File: config.mk
export PLATFORM = sky130hd
export DESIGN_NAME = keypad_word_buffer
export DESIGN_NICKNAME = d
export VERILOG_FILES = /design/src/rtl/keypad_word_buffer.sv
export SDC_FILE = /design/constraint.sdc
export NUM_CORES = 1
export LEC_CHECK = 0
export ABC_CLOCK_PERIOD_IN_PS = 2300
export CORE_MARGIN = 2
export CORE_UTILIZATION = 54
export CTS_CLUSTER_SIZE = 12
export DETAILED_ROUTE_END_ITERATION = 7
export PLACE_DENSITY = 0.79
export RECOVER_POWER = 25
export SLEW_MARGIN = 20
export SYNTH_ARGS = -nofsm -noshare
export SYNTH_HDL_FRONTEND = slang
export SYNTH_SLANG_ARGS = --single-unit
export TNS_END_PERCENT = 50
File: constraint.sdc
create_clock -name clk_i -period 2.3 [get_ports clk_i]
set_clock_uncertainty 0.2 [all_clocks]
set_input_delay 0.46 -clock clk_i [delete_from_list [all_inputs] [get_ports clk_i]]
set_output_delay 0.46 -clock clk_i [all_outputs]
set_load 0.1 [all_outputs]
File: src/rtl/keypad_word_buffer.sv
// Keypad word buffer: collects key codes into a word, supports clear/backspace/commit,
// and publishes the committed length plus a live read port into the buffer.
module keypad_word_buffer #(
  parameter int MAX_LEN  = 7,
  parameter int KEY_W    = 4,
  parameter int CNT_W    = 3,
  parameter int SAT_MODE = 1
) (
  input  logic             clk_i,
  input  logic             reset_i,
  input  logic             key_valid_i,
  input  logic [KEY_W-1:0] key_code_i,
  input  logic             key_clear_i,
  input  logic             key_back_i,
  input  logic             key_commit_i,
  output logic [CNT_W-1:0] len_o,
  output logic             full_o,
  output logic             overflow_o,
  output logic             word_valid_o,
  output logic [CNT_W-1:0] word_len_o,
  input  logic [CNT_W-1:0] rd_idx_i,
  output logic [KEY_W-1:0] rd_data_o
);
  localparam logic [CNT_W-1:0] MaxC = CNT_W'(MAX_LEN);

  logic [CNT_W-1:0] len_q, len_d;
  logic             ovf_q, ovf_d;
  logic             wv_q, wv_d;
  logic [CNT_W-1:0] wlen_q, wlen_d;
  logic [KEY_W-1:0] kbuf_q [MAX_LEN];
  logic [KEY_W-1:0] kbuf_d [MAX_LEN];

  always_ff @(posedge clk_i or posedge reset_i) begin
    if (reset_i) begin
      len_q  <= '0;
      ovf_q  <= 1'b0;
      wv_q   <= 1'b0;
      wlen_q <= '0;
      for (int i = 0; i < MAX_LEN; i++) kbuf_q[i] <= '0;
    end else begin
      len_q  <= len_d;
      ovf_q  <= ovf_d;
      wv_q   <= wv_d;
      wlen_q <= wlen_d;
      for (int i = 0; i < MAX_LEN; i++) kbuf_q[i] <= kbuf_d[i];
    end
  end

  // One action per cycle; the if/else chain encodes the strobe priority.
  always_comb begin
    len_d  = len_q;
    ovf_d  = ovf_q;
    wv_d   = 1'b0;
    wlen_d = wlen_q;
    for (int i = 0; i < MAX_LEN; i++) kbuf_d[i] = kbuf_q[i];
    if (key_clear_i) begin
      len_d = '0;
      ovf_d = 1'b0;
    end else if (key_commit_i) begin
      if (len_q != '0) begin
        wlen_d = len_q;
        wv_d   = 1'b1;
        len_d  = '0;
        ovf_d  = 1'b0;
      end
    end else if (key_back_i) begin
      if (len_q != '0) len_d = len_q - 1'b1;
    end else if (key_valid_i) begin
      if (len_q < MaxC) begin
        for (int i = 0; i < MAX_LEN; i++)
          if (len_q == CNT_W'(i)) kbuf_d[i] = key_code_i;
        len_d = len_q + 1'b1;
      end else begin
        ovf_d = 1'b1;
        if (SAT_MODE == 0) begin
          kbuf_d[0] = key_code_i;
          len_d     = CNT_W'(1);
        end
      end
    end
  end

  // Mux-style read so indices at or beyond MAX_LEN return zero.
  always_comb begin
    rd_data_o = '0;
    for (int i = 0; i < MAX_LEN; i++)
      if (rd_idx_i == CNT_W'(i)) rd_data_o = kbuf_q[i];
  end

  assign len_o        = len_q;
  assign full_o       = (len_q == MaxC);
  assign overflow_o   = ovf_q;
  assign word_valid_o = wv_q;
  assign word_len_o   = wlen_q;
endmodule

# --- Yosys cells after proc, flatten, opt, wreduce, memory -nomap -nowiden ---
# Cells that the tools add are included.
word_totals:
  elab_cells: 73
  regBits: 36
  inputBits: 13
op_classes:
  bitwise: 3
  n_eq_ne: 17
  add_sub_neg: 2
  n_reduce_logical: 16
  order_cmp: 1
  mux: 23
op_table:
  columns: ["cell", "n"]
  rows:
  - ["$reduce_and 6->1", 7]
  - ["$mux 4", 7]
  - ["$eq 3x3->1 const B", 7]
  - ["$mux 3", 7]
  - ["$eq 3x2->1 const B", 4]
  - ["$mux 1", 9]
  - ["$ne 3x2->1 const B", 3]
  - ["$reduce_and 4->1", 2]
  - ["$reduce_bool 4->1", 2]
  - ["$eq 3x1->1 const B", 2]
  - ["$logic_not 3->1", 2]
  - ["$reduce_bool 3->1", 2]
  - ["$add 3x1->3 const B", 1]
  - ["$lt 3x3->1 const B", 1]
  - ["$ne 3x3->1 const B", 1]
  - ["$not 1->1", 3]
  - ["$reduce_and 3->1", 1]
  - ["$sub 3x1->3 const B", 1]

# --- Depth between registers and ports, before layout ---
depth:
  word_depth: 8
  depth_mapped: 6
  depth_no_buf: 6

# --- Least setup slack after synthesis ---
# OpenSTA, ideal clock, no wires.
synth_path:
  path_kind: "input to output"
  from: "input rd_idx_i[1]"
  to: "output rd_data_o[3]"
  arrival_ns: 2.714
  path_stages: 5
  setup_slack_ns: -1.074
  n_path_buf: 2
  path_cell_list: "clkbuf_1 > buf_2 > nor3_1 > or3_1 > a21oi_1"
synth_via:
  elab_chain_len: 8
  word_cells_on_any_way: 14
synth_rtl:
  columns: ["item", "line_no", "text"]
  rows:
  - ["from (decl)", "21", "input logic [CNT_W-1:0] rd_idx_i,"]
  - ["$logic_not 3->1", "87", "if (rd_idx_i == CNT_W'(i)) rd_data_o = kbuf_q[i];"]
  - ["$mux 4 (6 in a row)", "87", null]
  - ["$mux 4 (*)", "87", null]
  - ["to (decl)", "22", "output logic [KEY_W-1:0] rd_data_o"]
# Every way passes the cells marked *; elsewhere a longest branch is shown, timed or not.

# --- Final worst setup path ---
layout_path:
  from: "input rd_idx_i[1]"
  to: "output rd_data_o[2]"
# Same word-level chain as after synthesis.

==> summary.txt <==
Worst setup path
  • FF-to-FF End: kbuf_q[3]$_DFFE_PP0P_
  • R2r setup slk: 300 ps
  • Classification of the worst setup path: in -> out
  • Worst path arrival time: 1640 ps
  • Reg2reg start: len_o[1]$_DFFE_PP0P_
  • Worst Path Buf+Inv: 3
  • Critical path's largest stage delay: 340 ps
  • Crit start category: input pin
  • Reg2Reg Depth: 4
  • CP required: 1640 ps
  • Worst Setup End Kind: output port
  • Crit path max-delay cell type: mux2_2
  • Critical-path cell list: buf_2 -> buf_6 -> mux2_2 -> a22oi_2 -> o32a_1 -> nor2_4 -> buf_12
  • Critical path's top delay family: buffers and inverters
  • Worst-path maximum fanout: 5

Hold path
  • Hold path cells: 2
  • Worst Hold Class: reg -> reg
  • Hold endpoint: word_len_o[0]$_DFFE_PP0P_
  • Hold path start: word_len_o[0]$_DFFE_PP0P_

Yosys
  • Synth Register Bits: 36
  • Synth Cell Area: 1900 sq um
  • Post-Synthesis Cells: 162
  • Ys Warns: 0
  • Syn Nets: 182
  • Synth unique cells: 34
  • Sequential area share after synthesis: 0.475
  • Yosys top cell area share: 0.475
  • Top cells by area, synth: dfrtp_1 (47%), mux2_2 (11%), mux2_4 (9.5%), ha_1 (4.6%), a21oi_1 (2.1%)
  • Syn_area_per_cell: 11.7 sq um
  • Synth area leader: dfrtp_1

Global routing
  • First-pass GRT wire length: 7450 microns
  • Remaining Overflow, GRT: 0
  • Initial antenna violation count: 0
  • Vias in the first global route: 1,514
  • Gr usage total: 0.245
  • Pin count of the biggest net entering global routing: 37

Timing
  • Final slew viol count: 0
  • Least-Margin Pin Slew: 864 ps
  • Final Hold Fails: 0
  • Fin worst setup slack: -2.56 ps
  • Fin crit share: 1.00
  • Relative slew slack: 0.424
  • Minimum clock period: 2300 ps
  • RSZ-0062 raised after global routing: true
  • Highest clock rate: 434 MHz
  • Hold_ws: 306 ps
  • Final Setup Violations: 1

Final layout
  • Final Cell Area: 2510 sq um
  • Antenna cells: 0
  • Commonest cells after routing, fill and taps aside: dfrtp_1 (34), buf_4 (19), mux2_2 (18)
  • Most common cell after layout, fill and taps aside: dfrtp_1
  • Final nets: 224
  • Core Util, Final: 0.748
  • Layout cell share with drive strength beyond 1: 0.454
  • P&R area growth vs syn: 32.5%

Die
  • Die height: 63.3 microns
  • Cell row count: 21
  • Die ar.: 4000 sq um
  • Initial Util: 0.564
  • IO Pins: 26
  • Core area: 3360 sq um
  • Die width: 63.3 microns

Clock tree
  • Cts bufs inserted: 5
  • Reg clk slew, reported paths: 100 ps
  • Clock sink count: 36
  • CTS tree: done
  • Clk Latency, worst-skew pair: 340 ps
  • # hold bufs at CTS: 0
  • Root buf cell: clkbuf_4
  • H-tree levels: 2
  • Clock buffer depth: 2

Pwr
  • Max IR drop VDD: 0.540 mV
  • Leak: 1.18 nW
  • Power Dens Cells: 725 nW/um^2

Detailed routing
  • ANT nets after route: 0
  • Drt drc: 0
  • Wirelength, routed: 4310 microns
  • Initial DRC count: 48
  • Drt first pass iters: 4
  • Post-DR wirelength/cell: 17.2 microns
  • Vias: 1,435
  • Vias/cell: 5.72

Place
  • Gpl congestion: 0.898
  • PortBufs: 25
  • Cell Area, Placed: 2330 sq um
  • DP Wirelength: 3170 microns

Flow run
  • Max_cap viols: 0

Status
  • Failing checks: negative setup slack
  • Status: finished, violations left
==> state kept, by name, indices dropped and copies added, names as in the netlist <==
| signal | cells |
|---|---|
| overflow_o | 1 |
| word_len_o | 3 |
| len_o | 3 |
| kbuf_q | 28 |
| word_valid_o | 1 |
==> area by class of cell <==
cell class,count,area (sq um)
flip-flops and latches,36,903
repair buffers,43,427
multi-input cells,111,1020
well taps,46,57.6
fillers,237,848
clock inverters,3,42.5
clock buffers,5,37.5
inverters,7,26.3
==> routing by layer <==
metal,up-vias,wire (microns),global-route usage
li1,677,-,-
met4,0,121,0.103
met5,-,0,0
met3,10,194,0.0518
met2,41,2310,0.445
met1,707,1680,0.277
==> cell usage after synthesis <==
library cell and instances:
dfrtp_1 36, mux2_2 19, mux2_4 12, nor2_1 9
a21oi_1 8, nand2_1 8, ha_1 7, inv_1 7
nor3_1 6, o21ai_0 6, and3_1 4, o22ai_1 4
a22oi_1 3, buf_6 3, clkbuf_1 3, nand2b_1 3
nand4_1 3, o32a_1 3, buf_2 2, nand3b_1 2
a31oi_1 1, a32oi_1 1, and2_1 1, and3b_1 1
mux2i_1 1, nand3_1 1, nor2b_1 1, nor3b_2 1
o2111ai_1 1, o31ai_1 1, o41ai_1 1, or3_1 1
or3_4 1, xor2_1 1
==> worst register-to-register path: stages (launching register included) <==
cell,delay (ps)
dfrtp_2,470
and3_1,220
nor3b_2,270
and3_1,400
mux2_4,340
==> logic make-up (layout without fill, tap and decap cells) <==
| kind of cell | count (synthesis) | in the layout | share of synthesized area |
|---|---|---|---|
| and+or+nand+nor | 42 | 42 | 0.120 |
| buffers and inverters | 15 | 58 | 0.0428 |
| muxes | 32 | 32 | 0.213 |
| AOI/OAI and AO/OA | 29 | 29 | 0.0989 |
| adders and majority gates | 7 | 7 | 0.0461 |
| DFF | 36 | 36 | 0.475 |
| xor gates and xnor gates | 1 | 1 | 0.00462 |
==> what timing repair did <==
item                                    CTS  global route
gates cloned                              2             0
pin swaps                                 9             1
resized for setup                        22             5
endpoints found under the setup margin    4             4
buffers inserted                          2             1
==> how the worst max path moves through the flow <==
stage,startpoint,to,cells after the start
after CTS,kbuf_q[13]$_DFFE_PP0P_,rd_data_o[1],5
final,rd_idx_i[1],rd_data_o[2],7
after global placement,rd_idx_i[1],rd_data_o[1],7
after global routing,kbuf_q[13]$_DFFE_PP0P_,rd_data_o[1],5
after detailed placement,rd_idx_i[1],rd_data_o[2],7
after floorplan,rd_idx_i[1],rd_data_o[3],4
==> metrics by stage <==
step | power [mW] | TNS (ps) | setup slack (ps) | instances
after CTS | 1.83 | 0 | 19.2 | 250
after global placement | 1.34 | -4700 | -362 | 238
final | 1.82 | -2.56 | -2.56 | 251
after detailed placement | 1.36 | -5360 | -410 | 238
after global routing | 1.92 | -104 | -40.2 | 251
after floorplan | 1.19 | -90.7 | -90.7 | 162
==> where the power goes <==
group	switching (mW)	leakage [nW]	internal, mW	total (mW)
logic	0.377	0.659	0.225	0.602
registers	0.0588	0.484	0.717	0.776
clock network	0.220	0.0412	0.227	0.446
Power figures use the tool's default switching activity.
==> edit (same flow settings) <==
Make the reset (`reset_i`) synchronous in one clocked block.
--- a/src/rtl/keypad_word_buffer.sv
+++ b/src/rtl/keypad_word_buffer.sv
@@ -32,3 +32,3 @@
 
-  always_ff @(posedge clk_i or posedge reset_i) begin
+  always_ff @(posedge clk_i) begin
     if (reset_i) begin
Check against the original RTL: differs if reset_i is asserted again (counterexample within 4 cycles, from zero or initial values and one cycle with reset_i high); with reset_i held inactive, the same outputs for 4 cycles.
==> edit against the original RTL <==
- final cell count increased by 12%
- worst setup slack gained 0.025 ns
- hold slack worse by 0.027 ns
- synthesized area rose by 3.6%
- wire length up 15%
- largest cell class unchanged
- cell area increased by 2.9%
- sequential cell count stayed put
- count of clock-buffer cells in the layout is the same
Power is not compared: it rests on default switching activity, and its combinational part moved more than twofold at a synthesized area within 25%.
==> edit: results <==
group,metric,value,unit
status,outcome,"complete, no violations",
routing,wl_met1,2.15,mm
final_layout,nets,255,
synth,syn_avg_cell_area,10.0,um2
placement,dp_cells,268,
synth,ys.flop_type,"dfxtp_1",
synth,ys_top_cells_by_count,"36 x dfxtp_1, 33 x mux2i_1, 29 x nand2b_1, 8 x nand3_1",
worst_setup_path,r2r_setup_slack,0.29,ns
clock_network,insertion_delay,0.36,ns
sta,relSlewSlack,64.0,%
clock_network,h-tree-depth,2,
placement,io_buffers,25,
final_layout,diodes,0,
global_route,grtUsageMet2,47.7,%
worst_setup_path,reg2reg_from,"len_o[0]",
worst_setup_path,reg2reg_depth,5,
synth,synth-async-reset-ratio,0,%
routing,wl,4.94,mm
global_route,grt_use_met3,5.46,%
worst_setup_path,path_max_fanout,2,
worst_setup_path,critPathSlowestCell,"mux4_2",
final_layout,drive_gt1_share,28.4,%
worst_setup_path,r2r_end,"len_o[0]",
hold_path,worst_hold_startpoint,"kbuf_q[3][1]",
synth,ys_top_cells_by_area,"dfxtp_1 37%, mux2i_1 17%, nand2b_1 9.2%",
global_route,grt_pass1_vias,1679,
sta,hold_ws,0.279,ns
synth,synth_cell_type_count,40,
routing,route.met2.wl,2.58,mm
synth,yosys_warnings,0,
worst_setup_path,arrival,1.62,ns
clock_network,postCtsResizedCells,16,
final_layout,max_flop_register,"kbuf_q",
global_route,grtUsageMet1,31.7,%
placement,finalWeightedCongestion,0.905,
hold_path,hold_end,"kbuf_q[3][1]",
clock_network,post_cts_buffers,4,
routing,vias_per_cell,5.72,
routing,first_iter_violations,77,
global_route,grt_max_degree,39,
global_route,grt_pass1_wl,8.27,mm
synth,ys_seq_area_share,36.6,%
global_route,antenna_found_initial,0,
synth,synthesis.nets,216,
placement,place_ws,-0.410,ns
final_layout,stdcell_count,282,
worst_setup_path,critPathMaxStageDelay,0.45,ns
worst_setup_path,cp_top_family,"multiplexers",
global_route,grt.total_usage,26.4,%
routing,wl_met3,153,um
placement,hpwl,3.51,mm
## edit: area by class of cell
type	instances	area, um2
multi-input combinational	143	1250
fill	237	828
sequential	36	726
timing repair buffer	44	455
tap	46	57.6
clock inverter	3	42.5
clock buffer	5	37.5
inverter	5	18.8
## edit: logic make-up after synthesis
| kind of cell | count (synthesis) | share of synthesized area, % |
|---|---|---|
| xor gates and xnor gates | 1 | 0.445 |
| adders and majority gates | 7 | 4.45 |
| buffers and inverters | 17 | 4.45 |
| DFF | 36 | 36.6 |
| AOI/OAI and AO/OA | 30 | 10.6 |
| and+or+nand+nor | 67 | 23.2 |
| muxes | 38 | 20.2 |
## edit: worst max path at each step
| stage | start | slack (ns) | endpoint | depth (start not counted) |
|---|---|---|---|---|
| finish | kbuf_q[1][1] | 0.02 | rd_data_o[1] | 3 |
| global route | kbuf_q[1][1] | -0.02 | rd_data_o[1] | 3 |
| CTS | kbuf_q[1][1] | 0.0009 | rd_data_o[1] | 3 |
| detailed placement | rd_idx_i[1] | -0.41 | rd_data_o[1] | 4 |
| global placement | rd_idx_i[1] | -0.38 | rd_data_o[1] | 4 |
| floorplan | rd_idx_i[1] | -0.15 | rd_data_o[0] | 4 |
## edit: where the power goes
part           internal, W  leakage (nW)  switching, W
clock network     0.000226        0.0412      0.000225
registers         0.000626         0.292    0.00000330
logic             0.000100         0.774      0.000116
## edit: stage by stage
step | TNS, ns | util (%) | cell area, um2 | power (W)
floorplan | -0.329 | - | 2080 | 0.000771
global placement | -1.35 | 72.1 | 2460 | 0.000841
detailed placement | -1.49 | 72.1 | 2460 | 0.000847
CTS | 0 | 76.5 | 2610 | 0.00131
global route | -0.0240 | 75.8 | 2590 | 0.00135
finish | 0 | 75.8 | 2590 | 0.00130
